**config.mk**
```make
export PLATFORM = sky130hd
export DESIGN_NAME = fifo_nibble_uart_tx
export DESIGN_NICKNAME = d
export VERILOG_FILES = /design/src/rtl/fifo_nibble_uart_tx_pkg.sv /design/src/rtl/fifo_nibble_uart_tx_bit_timer.sv /design/src/rtl/fifo_nibble_uart_tx.sv
export SDC_FILE = /design/constraint.sdc
export NUM_CORES = 1
export LEC_CHECK = 0
export BUFFER_PORTS_ARGS = -buffer_cell sky130_fd_sc_hd__buf_2
export CORE_MARGIN = 2
export CORE_UTILIZATION = 55
export DETAILED_ROUTE_END_ITERATION = 8
export GPL_ROUTABILITY_DRIVEN = 1
export PLACE_DENSITY = 0.73
export SLEW_MARGIN = 15
export SYNTH_ARGS = -nofsm -noshare
export SYNTH_HDL_FRONTEND = slang
export SYNTH_SLANG_ARGS = --single-unit
```
**constraint.sdc**
```tcl
create_clock -name clk -period 2.7 [get_ports clk]
set_clock_uncertainty 0.05 [all_clocks]
set_input_delay 0.27 -clock clk [delete_from_list [all_inputs] [get_ports clk]]
set_output_delay 0.27 -clock clk [all_outputs]
set_load 0.02 [all_outputs]
```
**src/rtl/fifo_nibble_uart_tx_pkg.sv**
```systemverilog
// rtl/fifo_nibble_uart_tx_pkg.sv - shared types and sizing helpers for the nibble UART transmitter
package fifo_nibble_uart_tx_pkg;

    typedef enum logic [2:0] {
        ST_IDLE,
        ST_LOAD,
        ST_START,
        ST_DATA,
        ST_PARITY,
        ST_STOP
    } tx_state_e;

    function automatic int calc_frame_bits(input int data_w, input int parity_en, input int stop_bits);
        return 1 + data_w + parity_en + stop_bits;
    endfunction

    function automatic int calc_cnt_w(input int clks_per_bit);
        return (clks_per_bit > 1) ? $clog2(clks_per_bit) : 1;
    endfunction

    // Sizing at the default build (DATA_W=4, PARITY_EN=1, STOP_BITS=1, CLKS_PER_BIT=16).
    localparam int FRAME_BITS = calc_frame_bits(4, 1, 1);
    localparam int CNT_W      = calc_cnt_w(16);

endpackage

```
**src/rtl/fifo_nibble_uart_tx_bit_timer.sv**
```systemverilog
// rtl/fifo_nibble_uart_tx_bit_timer.sv - free-running bit-period down-counter with restart
module fifo_nibble_uart_tx_bit_timer #(
    parameter int CLKS_PER_BIT = 16,
    parameter int CNT_W        = 4
) (
    input  logic clk,
    input  logic rst,
    input  logic restart_i,
    output logic bit_tick_o
);

    localparam logic [CNT_W-1:0] RELOAD = CNT_W'(CLKS_PER_BIT - 1);

    logic [CNT_W-1:0] cnt_q;
    logic [CNT_W-1:0] cnt_d;

    always_ff @(posedge clk or posedge rst) begin
        if (rst) begin
            cnt_q <= '0;
        end else begin
            cnt_q <= cnt_d;
        end
    end

    always_comb begin
        cnt_d = cnt_q - CNT_W'(1);
        if (restart_i || (cnt_q == '0)) begin
            cnt_d = RELOAD;
        end
    end

    assign bit_tick_o = (cnt_q == '0);

endmodule

```
**src/rtl/fifo_nibble_uart_tx.sv**
```systemverilog
// rtl/fifo_nibble_uart_tx.sv - drains a nibble FIFO and sends each word as an async serial frame
module fifo_nibble_uart_tx
    import fifo_nibble_uart_tx_pkg::*;
#(
    parameter int DATA_W       = 4,
    parameter int CLKS_PER_BIT = 16,
    parameter int PARITY_EN    = 1,
    parameter int PARITY_ODD   = 0,
    parameter int STOP_BITS    = 1
) (
    input  logic              clk,
    input  logic              rst,
    input  logic              enable_i,
    input  logic              fifo_empty_i,
    input  logic [DATA_W-1:0] fifo_rd_data_i,
    output logic              fifo_rd_en_o,
    output logic              tx_o,
    output logic              busy_o,
    output logic              frame_done_o
);

    localparam int              BIT_W     = $clog2(DATA_W + 1);
    localparam int              TIMER_W   = calc_cnt_w(CLKS_PER_BIT);
    localparam logic [BIT_W-1:0] LAST_DATA = BIT_W'(DATA_W - 1);
    localparam logic [BIT_W-1:0] LAST_STOP = BIT_W'(STOP_BITS - 1);
    localparam logic            ODD_BIT   = (PARITY_ODD != 0);

    tx_state_e         state_q, state_d;
    logic [DATA_W-1:0] shift_q, shift_d;
    logic              parity_q, parity_d;
    logic [BIT_W-1:0]  bit_cnt_q, bit_cnt_d;
    logic              tx_q, tx_d;
    logic              bit_tick;
    logic              restart;

    fifo_nibble_uart_tx_bit_timer #(
        .CLKS_PER_BIT(CLKS_PER_BIT),
        .CNT_W       (TIMER_W)
    ) u_bit_timer (
        .clk       (clk),
        .rst       (rst),
        .restart_i (restart),
        .bit_tick_o(bit_tick)
    );

    always_ff @(posedge clk or posedge rst) begin
        if (rst) begin
            state_q   <= ST_IDLE;
            shift_q   <= '0;
            parity_q  <= 1'b0;
            bit_cnt_q <= '0;
            tx_q      <= 1'b1;
        end else begin
            state_q   <= state_d;
            shift_q   <= shift_d;
            parity_q  <= parity_d;
            bit_cnt_q <= bit_cnt_d;
            tx_q      <= tx_d;
        end
    end

    // tx_d always carries the level of the bit about to start, so tx_q only moves on bit boundaries.
    always_comb begin
        state_d      = state_q;
        shift_d      = shift_q;
        parity_d     = parity_q;
        bit_cnt_d    = bit_cnt_q;
        tx_d         = tx_q;
        restart      = 1'b0;
        fifo_rd_en_o = 1'b0;
        frame_done_o = 1'b0;
        case (state_q)
            ST_IDLE: begin
                tx_d = 1'b1;
                if (enable_i && !fifo_empty_i && !rst) begin
                    fifo_rd_en_o = 1'b1;
                    state_d      = ST_LOAD;
                end
            end
            ST_LOAD: begin
                shift_d   = fifo_rd_data_i;
                parity_d  = (^fifo_rd_data_i) ^ ODD_BIT;
                bit_cnt_d = '0;
                restart   = 1'b1;
                tx_d      = 1'b0;
                state_d   = ST_START;
            end
            ST_START: begin
                if (bit_tick) begin
                    bit_cnt_d = '0;
                    tx_d      = shift_q[0];
                    state_d   = ST_DATA;
                end
            end
            ST_DATA: begin
                if (bit_tick) begin
                    shift_d = shift_q >> 1;
                    if (bit_cnt_q == LAST_DATA) begin
                        bit_cnt_d = '0;
                        if (PARITY_EN != 0) begin
                            tx_d    = parity_q;
                            state_d = ST_PARITY;
                        end else begin
                            tx_d    = 1'b1;
                            state_d = ST_STOP;
                        end
                    end else begin
                        bit_cnt_d = bit_cnt_q + BIT_W'(1);
                        tx_d      = shift_d[0];
                    end
                end
            end
            ST_PARITY: begin
                if (bit_tick) begin
                    bit_cnt_d = '0;
                    tx_d      = 1'b1;
                    state_d   = ST_STOP;
                end
            end
            ST_STOP: begin
                if (bit_tick) begin
                    if (bit_cnt_q == LAST_STOP) begin
                        frame_done_o = 1'b1;
                        bit_cnt_d    = '0;
                        state_d      = ST_IDLE;
                    end else begin
                        bit_cnt_d = bit_cnt_q + BIT_W'(1);
                    end
                end
            end
            default: begin
                state_d = ST_IDLE;
            end
        endcase
    end

    assign tx_o   = tx_q;
    assign busy_o = (state_q != ST_IDLE);

endmodule
```
# Yosys cells after proc, flatten, opt, wreduce, memory -nomap -nowiden
# Cells that the tools add are included.
# classes
addsub,2
eq_ne,14
n_mux,28
n_reduce_logical,18
# ops
op,count
$mux 3,12
$pmux 3 s6,1
$ne 2x2->1 const B,7
$pmux 3 s4,1
$mux 1,10
$eq 3x2->1 const B,3
$mux 4,2
$pmux 4 s2,1
$reduce_and 4->1,2
$reduce_and 7->1,1
$eq 3x3->1 const B,2
$logic_not 3->1,2
$pmux 1 s5,1
$reduce_bool 5->1,1
$logic_not 4->1,1
$reduce_bool 4->1,1
$reduce_xor 4->1,1
$sub 4x1->4 const B,1
$add 3x1->3 const B,1
$eq 3x1->1 const B,1
$reduce_bool 3->1,1
$logic_and 1x1->1,2
$logic_not 1->1,2
$ne 2x1->1 const B,1
other kinds (4),4
# word_totals
ff_bits,16
in_bits,8
out_inout_bits,4
elab_cells,68

# Logic depth before layout (Yosys ltp)
# Gate-level depths: netlist of run 1.
# logic_depth
word_depth,5
ltp_mapped,6
ltp_nobuf,6

# By module
# Synthesis of run 1 repeated with hierarchy kept, for this count alone.
# unflattened
cells_unflattened,115
hier_area_um2,1051.0
# by_module_without_submodules
module,instances,cells_per_inst,area_each_um2,seq_area_each_um2
fifo_nibble_uart_tx,1,97,852.1,301.5
fifo_nibble_uart_tx_bit_timer,1,18,198.9,100.1

# Worst setup path before layout of run 1
# Ideal clock, no wire load.
# synth_timing
path_type,register to output
startpoint,register state_q[0]
endpoint,output port fifo_rd_en_o
t_arrival_ns,1.400
required_ns,2.380
slack_ns,0.980
stages_incl_launch_ff,3
path_buffers,0
cell_sequence,dfrtp_1 or4b_4 nor3_1
# synth_between
elab_chain_len,2
# synth_lines
item,line_no,rtl
start: declaration,fifo_nibble_uart_tx.sv:28,"tx_state_e state_q, state_d;"
start signal: assignment,fifo_nibble_uart_tx.sv:54,state_q <= state_d;
$logic_not 3->1,fifo_nibble_uart_tx.sv:72,case (state_q)
$mux 1,fifo_nibble_uart_tx.sv:72,
end: declaration,fifo_nibble_uart_tx.sv:16,"output logic fifo_rd_en_o,"
# Every way passes these cells.

# Final worst setup path of run 1
# Same ends and word-level chain as after synthesis.

==> impl_metrics.ini, run 1 <==
[logic_synthesis]
yosys.cell_types.count = 44
synth_top_family_by_area = simple AND/OR/NAND/NOR gates
synth_ff_type = dfrtp_1
synth_edf_count = 0
synth_xor_area_share_pct = 4.31
seq_area_frac_synth_pct = 39.5
synth_compound_area_share_pct = 20.2
syn_nets = 117
synth-simple-area-share_pct = 21.9
ys_ff_latch = 16
syn_area_um2 = 1020
async_reset_ff_share_pct = 100
synth_area_per_cell_um2 = 9.78
synthMuxAreaShare_pct = 2.21
synth-adder-area-share_pct = 6.15
synthCells = 104
yosysWarningCount = 0

[clocking]
cts_tree = built
clock_path_buffers = 2
cts_sinks = 16
cts_buffers = 3
post_cts_resized = 0
htree_levels = 1
ctsHoldBuffers = 0
post_cts_buffers = 0
clock_latency_ps = 290
cts-root-buf = clkbuf_4
path_clk_slew_ps = 90

[die]
rows = 15
dieArea_um2 = 2210
die_w_um = 47.0
coreArea_um2 = 1730
start_util_pct = 58.9
die_y_um = 47.0
io_pins = 12

[sta]
fin_ws_ps = 646
tns_ps = 0
final.period_utilization_pct = 76.1
worstMarginPinSlew_ps = 692
slew_headroom_pct = 53.9
holdWs_ps = 12.7
finalSetupViolCount = 0
rsz0062_at_grt = false
fmax_ghz = 0.487
hold_violations = 0
min_period_ps = 2050
slew_violations = 0

[final_layout]
areaGrowthSynthToFinish_pct = 8.61
final_cells = 140
finalNetCount = 129
antenna_cells = 0
drive_above_1_share_pct = 22.6

[setup_path]
worstReg2RegStart = state_q[1]
slowest_stage = or4b_4
cp_cell_sequence = or4b_4 > nor3_1 > buf_2
slowest_delay_ps = 600
path_class = reg2out
worst_ep_required_time_ps = 2380
end_kind = primary output
r2r_slack_ps = 920
r2r-end = bit_cnt_q[0]
reg2regPathDepth = 4
crit_fanout = 15
path_delay_family = simple AND/OR/NAND/NOR gates
cp-start-kind = register
crit_arrival_ps = 1730
path_buf_inv = 1

[route]
drc = 0
routed_wl_um = 1760
dr.pass1.iters = 4
vias = 770
ant_nets = 0
vias_per_cell = 5.50
routedWlPerCell_um = 12.6
drt_iter0_drc = 16

[global_routing]
grt_first_pass_wirelength_um = 3090
grt_max_degree = 24
grt_antenna_before_repair = 0
grt_usage_pct = 20.2
met1_usage_pct = 26.6
grt.met3_usage_pct = 2.31
top_usage_layer = met2
grt_pass1_vias = 703
use_met2_pct = 32.9
grt-ovfl-total = 0

[placement]
dp.cells = 136
gp_congestion = 0.747
pre_cts_ws_ps = 953
dpl.hpwl_um = 1330
io_buffers = 11

[job]
max_cap_violations = 0

[pwr]
cellLeakagePower_uw = 0.000486
peakVddDrop_mv = 0.482
power_uw = 905
cellPowerDensity_nw_per_um2 = 819

[outcome]
status = complete, no violations

[min_path]
hold_path.class = in2async
[layout by cell type, fill, tap and decap left out, types with 2 or more instances in the layout]
| cell | synthesis | routed |
|---|---|---|
| dfrtp_1 | 15 | 15 |
| buf_2 | 2 | 11 |
| a21oi_1 | 8 | 8 |
| inv_1 | 8 | 8 |
| nor2_1 | 7 | 7 |
| nand2_1 | 7 | 7 |
| nor2b_1 | 5 | 5 |
| xnor2_1 | 5 | 5 |
| ha_1 | 5 | 5 |
| o21ai_1 | 4 | 4 |
| clkbuf_4 | 0 | 3 |
| nand2b_1 | 2 | 2 |
| o22ai_1 | 2 | 2 |
| nor3_1 | 2 | 2 |
[layout make-up]
type	instances	area [um^2]
clock buffers	4	26.3
multi-input cells	75	557
repair buffers	11	55.1
inverters	9	33.8
flip-flops and latches	16	402
well taps	25	31.3
fillers	155	622
[cell families (layout without fill, tap and decap cells)]
group / count (synthesis) / count (layout)
AND/OR/NAND/NOR: 36 / 36
multiplexers: 2 / 2
flip-flops: 16 / 16
XOR/XNOR: 5 / 5
buffers and inverters: 13 / 24
adder cells (fa/ha/maj): 5 / 5
AO/OA/AOI/OAI: 27 / 27
[cells in the mapped netlist, types with 4 or more instances]
cell type	instances	area, um^2
nor2_1	7	26.3
a21oi_1	8	40.0
nand2_1	7	26.3
dfrtp_1	15	375
xnor2_1	5	43.8
ha_1	5	62.6
inv_1	8	30.0
nor2b_1	5	31.3
o21ai_1	4	20.0
[worst reg2reg max path: stages (launching register included)]
cell and delay (ps):
dfrtp_1 800, nand4bb_1 270, a21oi_1 190, a21oi_1 90, mux2_2 300
[per-layer routing]
metal | vias up | wire [um]
met5 | - | 0
met4 | 0 | 38
met3 | 5 | 37
met2 | 8 | 824
met1 | 369 | 864
li1 | 388 | -
[per-stage QoR]
step,util (%),instance area (um^2)
after global routing,64.0,1100
after global placement,62.5,1080
final,64.0,1100
after detailed placement,62.5,1080
after floorplan,-,1020
after CTS,64.0,1100
[power by group]
part	switching (uW)	leakage (uW)	internal, uW	total [uW]
sequential	95.8	0.000184	336	432
clock	74.2	0.0000150	57.5	132
combinational	167	0.000287	174	341
[worst max path at each step]
stage,endpoint,from,cells after the start,slack [ps]
floorplan,fifo_rd_en_o,state_q[0],2,980
global placement,bit_cnt_q[0],u_bit_timer.cnt_q[0],5,960
detailed placement,fifo_rd_en_o,state_q[0],3,950
CTS,fifo_rd_en_o,state_q[0],3,630
global route,fifo_rd_en_o,state_q[0],3,570
finish,fifo_rd_en_o,state_q[0],3,650
[sequential cells by signal, summed over array words and instances, names as in the netlist]
signal	cells
tx_o	1
state_q	3
u_bit_timer.cnt_q	4
bit_cnt_q	3
shift_q	4
parity_q	1
Power figures use the tool's default switching activity.
==> inputs of run 2 (changes only) <==
--- a/config.mk
+++ b/config.mk
@@ -5,6 +5,7 @@
 export SDC_FILE = /design/constraint.sdc
 export NUM_CORES = 1
 export LEC_CHECK = 0
+export ABC_AREA = 1
 export BUFFER_PORTS_ARGS = -buffer_cell sky130_fd_sc_hd__buf_2
 export CORE_MARGIN = 2
 export CORE_UTILIZATION = 55
==> constraint.sdc (replaced) <==
create_clock -name clk -period 2.05 [get_ports clk]
set_clock_uncertainty 0.05 [all_clocks]
set_input_delay 0.205 -clock clk [delete_from_list [all_inputs] [get_ports clk]]
set_output_delay 0.205 -clock clk [all_outputs]
set_load 0.02 [all_outputs]
==> impl_metrics.ini, run 2 <==
[clocking]
cts_buffers = 3
clock_path_buffers = 2
cts-root-buf = clkbuf_4
cts_tree = built
path_clk_slew_ps = 90
cts_sinks = 16
htree_levels = 1
clock_latency_ps = 280

[final_layout]
drive_above_1_share_pct = 18.6
final_cells = 186
antenna_cells = 0
areaGrowthSynthToFinish_pct = 11.9
reg_top3 = shift_q: 4 flops, u_bit_timer.cnt_q: 4 flops
final_common_cell = nand2_1
layout_common_cells = 42 x nand2_1, 19 x inv_1, 15 x dfrtp_1
finalNetCount = 175
fin_area_um2 = 1170

[sta]
worstMarginPinSlew_ps = 349
min_period_ps = 1800
fmax_ghz = 0.557
final.period_utilization_pct = 87.6
hold_violations = 0
tns_ps = 0
rsz0062_at_grt = false
slew_violations = 0
finalSetupViolCount = 0
slew_headroom_pct = 76.7

[logic_synthesis]
async_reset_ff_share_pct = 100
synth_edf_count = 0
yosysMostFrequentCell = nand2_1
synthCells = 146
syn_area_um2 = 1050
synth_ff_type = dfrtp_1
synth_area_per_cell_um2 = 7.17
yosys.area.top_type = dfrtp_1
synthTopCellsByCount = 42 x nand2_1, 19 x inv_1, 15 x dfrtp_1, 14 x nor2_1, 11 x nand3_1
ys_ff_latch = 16
yosys.cell_types.count = 25
synth_top_area_share_pct = 35.8
synthTopCellsByArea = dfrtp_1 36%, nand2_1 15%, inv_1 6.8%, ha_1 6.0%, nand3_1 5.3%
syn_nets = 159
yosysWarningCount = 0
seq_area_frac_synth_pct = 38.4

[setup_path]
worstReg2RegStart = state_q[1]
reg2regPathDepth = 7
worst_ep_required_time_ps = 1790
crit_fanout = 4
path_class = reg2out
path_delay_family = simple AND/OR/NAND/NOR gates
path_buf_inv = 2
end_kind = primary output
crit_arrival_ps = 1540
slowest_delay_ps = 400
slowest_stage = dfrtp_1
cp-start-kind = register
r2r_slack_ps = 570
cp_cell_sequence = inv_1 > ha_1 > nand3_1 > nor4_1 > buf_2
r2r-end = state_q[1]

[pwr]
cellPowerDensity_nw_per_um2 = 1300
peakVddDrop_mv = 0.949
cellLeakagePower_uw = 0.000638

[global_routing]
grt-ovfl-total = 0
grt_max_degree = 17
grt_pass1_vias = 826
grt_antenna_before_repair = 0
grt_first_pass_wirelength_um = 3350
grt_usage_pct = 21.3

[placement]
dp.cells = 181
io_buffers = 11
gp_congestion = 0.881
dpl.hpwl_um = 1590
placedInstanceArea_um2 = 1130

[min_path]
hold_end = shift_q[3]
hold_path.class = in2reg
min_from = fifo_rd_data_i[3]
holdPathStages = 3

[outcome]
status = complete, no violations

[die]
die_y_um = 47.6
rows = 15
io_pins = 12
coreArea_um2 = 1760
dieArea_um2 = 2270
start_util_pct = 59.4
die_w_um = 47.6

[route]
ant_nets = 0
vias = 925
dr.pass1.iters = 4
drc = 0
routed_wl_um = 1970
routedWlPerCell_um = 10.6
vias_per_cell = 4.97
drt_iter0_drc = 14

[job]
max_cap_violations = 0
run 2: cell count changes after synthesis, moves of 5 or more:
cell / previous run / this run
a21oi_1: 8 / 2
xnor2_1: 5 / 0
nand3_1: 1 / 11
nor2b_1: 5 / 0
inv_1: 8 / 19
nor2_1: 7 / 14
o21ai_0: 0 / 10
nand2_1: 7 / 42
run 2: per-stage QoR:
step                      total power (uW)  util (%)  hold slack [ps]  worst slack, ps
final                                 1530      66.5              125              254
after global routing                  1700      66.5              121              115
after CTS                             1550      66.5             99.2              243
after detailed placement              1330      63.8              212              571
after global placement                1300      63.8              207              621
after floorplan                       1180         -             76.4              420
run 2: report_power, final:
part	internal, uW	leakage [uW]	switching [uW]
sequential	449	0.000192	116
combinational	271	0.000424	488
clock	108	0.0000210	96.4
total	828	0.000638	700
run 2: worst max path at each step:
stage	cells after the start	slack (ps)	startpoint	to
6_report	5	250	u_bit_timer.cnt_q[0]	frame_done_o
5_1_grt	5	110	u_bit_timer.cnt_q[0]	frame_done_o
4_1_cts	5	240	u_bit_timer.cnt_q[0]	frame_done_o
3_5_place_dp	5	570	u_bit_timer.cnt_q[0]	frame_done_o
3_3_place_gp	5	620	u_bit_timer.cnt_q[0]	frame_done_o
2_1_floorplan	4	420	u_bit_timer.cnt_q[0]	frame_done_o
run 2: area by class of cell:
cell class	instances	area, um^2
multi-input combinational	105	544
inverter	23	86.3
clock buffer	4	36.3
sequential	16	402
fill	166	592
tap	25	31.3
timing repair buffer	13	72.6
run 2: timing repair:
item                      in CTS  in global routing
hold buffers                   1                  0
hold endpoints to repair      15                  0
setup buffers                  0                  0
gates resized for setup        0                  0
run 2: kinds of logic after synthesis:
kind of cell / count (synthesis) / synth area share (%)
adders and majority gates: 5 / 5.97
DFF: 16 / 38.4
xor gates and xnor gates: 2 / 1.67
and+or+nand+nor: 80 / 34.5
buffers and inverters: 25 / 9.68
AOI/OAI and AO/OA: 18 / 9.80
run 2: routing by layer:
layer	part of all wire, %	global-route usage [%]
met5	0	0
met4	1.7	11.9
met3	2.7	3.02
met2	49	34.6
met1	47	27.4
run 2: worst reg2reg max path: cells and delay by family, from the launching register on:
family                 cells  cell delay, ps
AND/OR/NAND/NOR            6             700
flip-flops                 1             560
buffers and inverters      1              70
==> inputs of run 3 (changes only) <==
==> constraint.sdc (replaced) <==
create_clock -name clk -period 1.67 [get_ports clk]
set_clock_uncertainty 0.05 [all_clocks]
set_input_delay 0.167 -clock clk [delete_from_list [all_inputs] [get_ports clk]]
set_output_delay 0.167 -clock clk [all_outputs]
set_load 0.02 [all_outputs]
==> impl_metrics.ini, run 3 (same netlist as run 2, synthesis figures left out) <==
[pwr]
cellLeakagePower_uw = 0.000649
peakVddDrop_mv = 1.40
cellPowerDensity_nw_per_um2 = 1580
power_uw = 2000

[global_routing]
grt_antenna_before_repair = 0
grt_max_degree = 17
use_met2_pct = 34.6
grt_pass1_vias = 841
top_usage_layer = met2
grt_usage_pct = 22.6
grt.met3_usage_pct = 6.04
grt-ovfl-total = 0
met1_usage_pct = 31.2
grt_first_pass_wirelength_um = 3560

[clocking]
clock_latency_ps = 290
path_clk_slew_ps = 100
cts_tree = built
clock_path_buffers = 2
cts_buffers = 3
cts_sinks = 16
cts-root-buf = clkbuf_4
htree_levels = 1

[final_layout]
areaGrowthSynthToFinish_pct = 20.5
final_util_pct = 71.6
reg_top3 = shift_q: 4 flops, u_bit_timer.cnt_q: 4 flops
layout_common_cells = 41 x nand2_1, 16 x inv_1, 14 x nor2_1
final_common_cell = nand2_1
antenna_cells = 0
final_cells = 189
finalNetCount = 178
drive_above_1_share_pct = 26.2
fin_area_um2 = 1260

[sta]
finalSetupViolCount = 0
worstMarginPinSlew_ps = 231
min_period_ps = 1600
slew_violations = 0
hold_violations = 0
fmax_ghz = 0.626
slew_headroom_pct = 84.5
final.period_utilization_pct = 95.6
holdWs_ps = 78.0
rsz0062_at_grt = true

[die]
coreArea_um2 = 1760
start_util_pct = 59.4
io_pins = 12
dieArea_um2 = 2270
rows = 15
die_w_um = 47.6
die_y_um = 47.6

[setup_path]
cp_cell_sequence = inv_2 > ha_4 > nand2_4 > nor4_4 > buf_4
r2r-end = shift_q[2]
worst-path-stages = 5
critPathCapture = frame_done_o
path_class = reg2out
reg2regPathDepth = 9
crit_fanout = 4
crit_start = bit_cnt_q[0]
slowest_delay_ps = 430
r2r_slack_ps = 230
path_delay_family = flip-flops
end_kind = primary output
worst_ep_required_time_ps = 1450
crit_arrival_ps = 1380
path_buf_inv = 2
worstReg2RegStart = u_bit_timer.cnt_q[0]
cp-start-kind = register
slowest_stage = dfrtp_1

[outcome]
status = complete, no violations

[route]
ant_nets = 0
routed_wl_um = 2150
vias = 971
vias_per_cell = 5.14
drc = 0
routedWlPerCell_um = 11.4
drt_iter0_drc = 25
dr.pass1.iters = 5

[placement]
io_buffers = 11
dpl.hpwl_um = 1550
dp.cells = 182
placedInstanceArea_um2 = 1130
gp_congestion = 0.896

[job]
max_cap_violations = 0

[min_path]
hold_path.class = in2reg
## run 3: how the worst min path moves through the flow
stage / from / endpoint / slack, ps / cells after the start
6_report: fifo_rd_data_i[3] / shift_q[3] / 80 / 3
5_1_grt: fifo_rd_data_i[3] / shift_q[3] / 100 / 3
4_1_cts: fifo_rd_data_i[3] / shift_q[3] / 80 / 3
3_5_place_dp: rst / state_q[2] / 180 / 3
3_3_place_gp: rst / state_q[2] / 170 / 3
2_1_floorplan: rst / bit_cnt_q[0] / 40 / 1
## run 3: report_power, final
group,switching (uW),total (uW),internal [uW]
Sequential,136,693,557
Combinational,668,1040,371
Clock,134,266,133
Total,938,2000,1060
## run 3: per-layer routing
metal  up-vias  wire length (um)
met3        10               101
li1        492                 -
met1       441              1010
met2        28               989
met5         -                 0
met4         0                44
## run 3: layout make-up
type	instances	area [um^2]
inverters	23	86.3
flip-flops and latches	16	404
multi-input cells	105	604
clock buffers	4	36.3
well taps	25	31.3
fillers	146	502
repair buffers	16	100
## run 3: metrics by stage
stage                     worst slack [ps]  TNS, ps
after floorplan                       78.1        0
after detailed placement               204        0
after global placement                 176        0
final                                 73.3        0
after CTS                             11.7        0
after global routing                 -16.4    -16.4
## run 3: what timing repair did
item	4_1_cts	5_1_grt
resized for setup	4	13
endpoints found under the hold margin	15	0
setup endpoints to repair	1	2
setup buffers	1	1
pin swaps	2	1
hold buffers	1	0
## run 3: worst reg2reg max path, stage by stage (launching register included)
cell,delay [ps]
dfrtp_1,410
inv_2,70
ha_4,150
nand3_4,80
buf_4,160
nand2_1,90
inv_2,70
nor2_4,130
nand2_1,70
o21ai_0,70
